===== src/rtl/store_packer.sv =====
// store_packer: truncates store data to byte/half/word, lane-replicates it and queues word-aligned writes.
// Latency: an entry accepted at edge N is presented on out_* after edge N; no input-to-output bypass.
// Backpressure: in_ready drops when the FIFO is full (same-cycle pop does not free a slot); out_* hold while stalled.
//
// Ports:
//   clk, rst                  rising-edge clock, asynchronous active-low reset
//   in_valid/in_ready         store request handshake; in_addr, in_data, in_size describe the store
//   out_valid/out_ready       packed write handshake; out_addr (word aligned), out_wdata, out_be
//   misalign, misalign_addr   one-cycle pulse and captured address of a rejected request
//   count                     occupied FIFO entries

// Generic synchronous FIFO with registered storage that clears on reset.
// Latency: a push at edge N is visible at head_dat after edge N when it lands in the head slot.
// Backpressure: pushes while full and pops while empty are ignored.
module store_packer_fifo #(
  parameter int W     = 8,
  parameter int DEPTH = 2,
  parameter int CNT_W = 2
) (
  input  logic             clk,
  input  logic             rst,
  input  logic             push,
  input  logic [W-1:0]     push_dat,
  input  logic             pop,
  output logic [W-1:0]     head_dat,
  output logic [CNT_W-1:0] count,
  output logic             full,
  output logic             empty
);

  localparam int AW = (DEPTH > 1) ? $clog2(DEPTH) : 1;

  logic [W-1:0]  mem [DEPTH];
  logic [AW-1:0] wr_ptr;
  logic [AW-1:0] rd_ptr;
  logic          do_push;
  logic          do_pop;

  assign full     = (count == CNT_W'(DEPTH));
  assign empty    = (count == '0);
  assign do_push  = push && !full;
  assign do_pop   = pop && !empty;
  assign head_dat = mem[rd_ptr];

  // DEPTH is a power of two, so pointers wrap by natural overflow.
  always_ff @(posedge clk or negedge rst) begin
    if (!rst) begin
      for (int i = 0; i < DEPTH; i++) begin
        mem[i] <= '0;
      end
      wr_ptr <= '0;
      rd_ptr <= '0;
      count  <= '0;
    end else begin
      if (do_push) begin
        mem[wr_ptr] <= push_dat;
        wr_ptr      <= wr_ptr + AW'(1);
      end
      if (do_pop) begin
        rd_ptr <= rd_ptr + AW'(1);
      end
      case ({do_push, do_pop})
        2'b10:   count <= count + CNT_W'(1);
        2'b01:   count <= count - CNT_W'(1);
        default: count <= count;
      endcase
    end
  end

endmodule

module store_packer #(
  parameter int DEPTH = 2,
  parameter int CNT_W = 2
) (
  input  logic             clk,
  input  logic             rst,
  input  logic             in_valid,
  output logic             in_ready,
  input  logic [31:0]      in_addr,
  input  logic [31:0]      in_data,
  input  logic [1:0]       in_size,
  output logic             out_valid,
  input  logic             out_ready,
  output logic [31:0]      out_addr,
  output logic [31:0]      out_wdata,
  output logic [3:0]       out_be,
  output logic             misalign,
  output logic [31:0]      misalign_addr,
  output logic [CNT_W-1:0] count
);

  localparam logic [1:0] SIZE_B = 2'b00;
  localparam logic [1:0] SIZE_H = 2'b01;
  localparam logic [1:0] SIZE_W = 2'b10;

  // Only the word index of the address is stored; the low bits are folded into be.
  typedef struct packed {
    logic [29:0] waddr;
    logic [31:0] wdata;
    logic [3:0]  be;
  } wr_t;

  wr_t  pack;
  wr_t  head;
  logic legal;
  logic accept;
  logic full;
  logic empty;

  assign accept = in_valid && in_ready;

  // Lane replication means the memory can pick up the right bytes purely from be,
  // independent of where in the word the access lands.
  always_comb begin
    pack.waddr = in_addr[31:2];
    pack.wdata = in_data;
    pack.be    = 4'b0000;
    legal      = 1'b0;
    case (in_size)
      SIZE_B: begin
        pack.wdata = {4{in_data[7:0]}};
        pack.be    = 4'b0001 << in_addr[1:0];
        legal      = 1'b1;
      end
      SIZE_H: begin
        pack.wdata = {2{in_data[15:0]}};
        pack.be    = in_addr[1] ? 4'b1100 : 4'b0011;
        legal      = !in_addr[0];
      end
      SIZE_W: begin
        pack.wdata = in_data;
        pack.be    = 4'b1111;
        legal      = (in_addr[1:0] == 2'b00);
      end
      default: begin
        legal = 1'b0;
      end
    endcase
  end

  store_packer_fifo #(
    .W     ($bits(wr_t)),
    .DEPTH (DEPTH),
    .CNT_W (CNT_W)
  ) u_fifo (
    .clk      (clk),
    .rst      (rst),
    .push     (accept && legal),
    .push_dat (pack),
    .pop      (out_valid && out_ready),
    .head_dat (head),
    .count    (count),
    .full     (full),
    .empty    (empty)
  );

  // in_ready comes from registered occupancy only, so a full FIFO never
  // takes a push even when the head is retiring in the same cycle.
  assign in_ready  = !full;
  assign out_valid = !empty;
  assign out_addr  = {head.waddr, 2'b00};
  assign out_wdata = head.wdata;
  assign out_be    = head.be;

  // Rejected requests still consume their handshake beat; they only leave a trace here.
  always_ff @(posedge clk or negedge rst) begin
    if (!rst) begin
      misalign      <= 1'b0;
      misalign_addr <= '0;
    end else begin
      misalign <= accept && !legal;
      if (accept && !legal) begin
        misalign_addr <= in_addr;
      end
    end
  end

endmodule


===== config.mk =====
export PLATFORM = sky130hd
export DESIGN_NAME = store_packer
export DESIGN_NICKNAME = d
export VERILOG_FILES = /design/src/rtl/store_packer.sv
export SDC_FILE = /design/constraint.sdc
export NUM_CORES = 1
export LEC_CHECK = 0
export ABC_CLOCK_PERIOD_IN_PS = 1500
export BUFFER_PORTS_ARGS = -buffer_cell sky130_fd_sc_hd__buf_2
export CORE_UTILIZATION = 40
export DETAILED_ROUTE_END_ITERATION = 12
export PLACE_DENSITY_LB_ADDON = 0.2
export RECOVER_POWER = 100
export SLEW_MARGIN = 30
export SYNTH_ARGS = -nofsm -noshare
export SYNTH_HDL_FRONTEND = slang
export SYNTH_SLANG_ARGS = --single-unit

===== constraint.sdc =====
create_clock -name clk -period 1.5 [get_ports clk]
set_input_delay 0.15 -clock clk [delete_from_list [all_inputs] [get_ports clk]]
set_output_delay 0.15 -clock clk [all_outputs]
set_load 0.02 [all_outputs]

==> flow_summary.json <==
{
  "reg2reg_from": "u_fifo.count[0]",
  "effective_utilization_at_floorplan": 0.4104,
  "hold_start": "in_data[17]",
  "fin_util": 0.6178,
  "grt_max_degree": 41,
  "grt_setup_unrepaired": "true",
  "leading_cell_types_in_the_layout_fill_and_taps_excluded": "165 x sky130_fd_sc_hd__dfrtp_1, 86 x sky130_fd_sc_hd__mux2_4, 84 x sky130_fd_sc_hd__mux2_2, 72 x sky130_fd_sc_hd__buf_6, 68 x sky130_fd_sc_hd__buf_2",
  "skew_ns": 0.009273,
  "syn_inst": 560,
  "worst_skew_pair.late_latency_ns": 0.42,
  "grt_util_met1": 0.2687,
  "syn2layout_area_growth_pct": 50.54,
  "ys_types": 27,
  "fillCellCount": 1419,
  "die_width_um": 138.0,
  "endpoint_kind": "output pin",
  "post-dp-hpwl_um": 12490,
  "portBuffers": 172,
  "globalRouteTotalUtil": 0.2037,
  "synth_warnings": 0,
  "max-slew-margin-rel": 0.2168,
  "clock_sinks": 169,
  "clock_tree.htree_level_count": 4,
  "timing.critical_path.required_ns": 1.35,
  "power.ir.vdd_worst_v": 0.001338,
  "route.detailed.wl_per_inst_um": 19.27,
  "period_share": 1.226,
  "violation_count_after_the_first_detailed_route_iteration": 168,
  "critPathMaxFanout": 8,
  "finalNetCount": 877,
  "criticalPathCategory": "flop to output pin",
  "min_period_ns": 1.839,
  "worstMarginPinSlew_ns": 1.175,
  "root_buffer": "sky130_fd_sc_hd__clkbuf_16",
  "rows": 49,
  "die_area_um2": 19040,
  "synth_seq_cells": 169,
  "drt-pass1-iter-count": 4,
  "grt_pass1_wl_um": 28960,
  "report.final.setup_viol": 152,
  "most_common_library_cell_in_the_layout_ignoring_fill_and_taps": "sky130_fd_sc_hd__dfrtp_1",
  "postPlaceCellArea_um2": 8999,
  "timing.fmax_mhz": 543.8,
  "timing.critical_path.from_type": "flop",
  "asyncSetResetFlopFracSynth": 1.000,
  "grt_use_met2": 0.3264,
  "cp_slowest_cell": "sky130_fd_sc_hd__dfrtp_4",
  "leakagePower_nw": 5.384,
  "post-route-worst-setup-slack_ns": -0.3389,
  "floorplan.die.height_um": 138.0,
  "chain_of_cells_forming_the_critical_path": "buf_8 > buf_12 > mux2_2 > buf_6",
  "violated_checks": "negative setup slack",
  "vias": 5311,
  "timing_max_transition_violations_final": 0,
  "cts_inserted_buffers": 17,
  "post_synth.cell_area_avg_um2": 13.21,
  "worstHoldPathType": "primary input to flop",
  "drt.antenna.violating_nets": 0,
  "gp_routability_congestion": 0.7605,
  "tritoncts_clock_tree": "yes",
  "ys.flop_type": "sky130_fd_sc_hd__dfrtp_1",
  "grt.busiest_layer": "met2",
  "drv.max_cap_violation_count": 0,
  "detail_route.wirelength_um": 20220,
  "synth.cell_area_um2": 7397,
  "num_io_pins": 175,
  "worst_path_max_stage_delay_ns": 0.52,
  "dp_worst_setup_slack_ns": -0.09950,
  "setup.worst_path.start": "u_fifo.rd_ptr",
  "final_layout_size_suffix_gt1_frac": 0.5299,
  "final_cell_area_um2": 11140,
  "post_layout_nonfiller_instances": 1049,
  "first_global_vias": 5420,
  "route.detailed.vias_per_inst": 5.063,
  "drc": 0,
  "numPlacedInstances": 960,
  "synth-edff-count": 0,
  "synth-seq-area-share": 0.5717,
  "core_um2": 18020,
  "cts_max_path_buffers": 2,
  "depth_of_the_most_critical_reg_to_reg_path": 5,
  "pwr_density_cell_nw_per_um2": 2431,
  "path_clk_slew_ns": 0.07,
  "status": "finished, violations left",
  "number_of_antenna_violations_at_the_first_check_in_global_routing": 1,
  "min_delay_path_depth": 3,
  "critPathArrivalTime_ns": 1.69,
  "fin_total_pwr_mw": 27.07,
  "grt_overflow_total": 0,
  "met3_usage": 0.05263,
  "finalHoldViolations": 0
}
-- per-layer routing --
layer  vias up  wire (um)  part of all wire
met3        22       1060             0.052
met2       156       9434              0.47
met1      2674       9426              0.47
met5         -          0                 0
li1       2459          -                 -
met4         0        298             0.015
-- stage by stage --
stage	TNS (ns)	hold slack (ns)
after floorplan	-2.113	-0.1456
after global placement	-0.6467	0.1002
after detailed placement	-3.938	0.1066
after CTS	-21.16	0.0003712
after global routing	-34.69	0.01280
final	-25.47	0.01312
-- cells in the mapped netlist (4+ instances only) --
cell type,instances,area share
sky130_fd_sc_hd__nor2_1,14,0.0071
sky130_fd_sc_hd__buf_1,4,0.0020
sky130_fd_sc_hd__o21ai_0,52,0.035
sky130_fd_sc_hd__mux2_2,140,0.21
sky130_fd_sc_hd__buf_2,14,0.0095
sky130_fd_sc_hd__mux2i_1,25,0.034
sky130_fd_sc_hd__a21oi_1,10,0.0068
sky130_fd_sc_hd__clkbuf_1,17,0.0086
sky130_fd_sc_hd__dfrtp_1,169,0.57
sky130_fd_sc_hd__mux2_1,40,0.061
sky130_fd_sc_hd__nand2_1,53,0.027
-- power by group --
part           switching, mW  internal [mW]  leakage [nW]
clock network           1.80           3.23         0.325
registers               1.28           6.80          2.03
logic                   6.26           7.69          3.03
total                   9.35           17.7          5.38
-- path summary, 6_finish.rpt --
| check | slack (ns) | to |
|---|---|---|
| max in group asynchronous | 0.19 | u_fifo.rd_ptr |
| worst max register to register | -0.13 | misalign_addr[23] |
| min in group asynchronous | 0.49 | misalign_addr[17] |
| worst min-delay path | 0.01 | u_fifo.mem[21] |
| worst max-delay path | -0.34 | out_addr[7] |
| worst min register to register | 0.48 | u_fifo.mem[34] |
-- what timing repair did --
| action | CTS | global route |
|---|---|---|
| resized for setup | 162 | 103 |
| endpoints found under the setup margin | 77 | 114 |
| gates cloned | 5 | 8 |
| buffers inserted | 9 | 5 |
| pin swaps | 1 | 12 |
| hold endpoints to repair | 109 | 0 |
| hold buffers | 29 | 0 |
-- kinds of logic (layout without fill, tap and decap cells) --
kind of cell | after synthesis | in the layout | synth area share
flip-flops | 169 | 169 | 0.5717
AND/OR/NAND/NOR | 74 | 74 | 0.04110
adder cells (fa/ha/maj) | 1 | 1 | 0.001691
multiplexers | 205 | 205 | 0.3078
AO/OA/AOI/OAI | 67 | 67 | 0.04922
other | 1 | 3 | 0.0005070
XOR/XNOR | 4 | 4 | 0.004737
buffers and inverters | 39 | 297 | 0.02317
-- worst max-delay path, delay by kind of cell (launching register included) --
family / cells / cell delay, ns
flops: 1 / 0.52
buf+inv: 3 / 0.44
mux: 1 / 0.30
-- cell type report --
class	instances	area [um^2]	share of cell area
tap	229	286.5	0.02573
clock inverter	10	214.0	0.01921
timing repair buffer	263	2459	0.2208
sequential	169	4237	0.3804
clock buffer	22	464.2	0.04169
multi-input combinational	353	3466	0.3112
antenna	1	2.502	0.0002247
inverter	2	7.507	0.0006742
-- registers in the layout, summed over array words and instances (netlist names) --
signal / cells
misalign_addr: 32
u_fifo.wr_ptr: 1
misalign: 1
u_fifo.mem: 132
u_fifo.count: 2
u_fifo.rd_ptr: 1
Note: power is estimated with default switching activity, not from simulation.
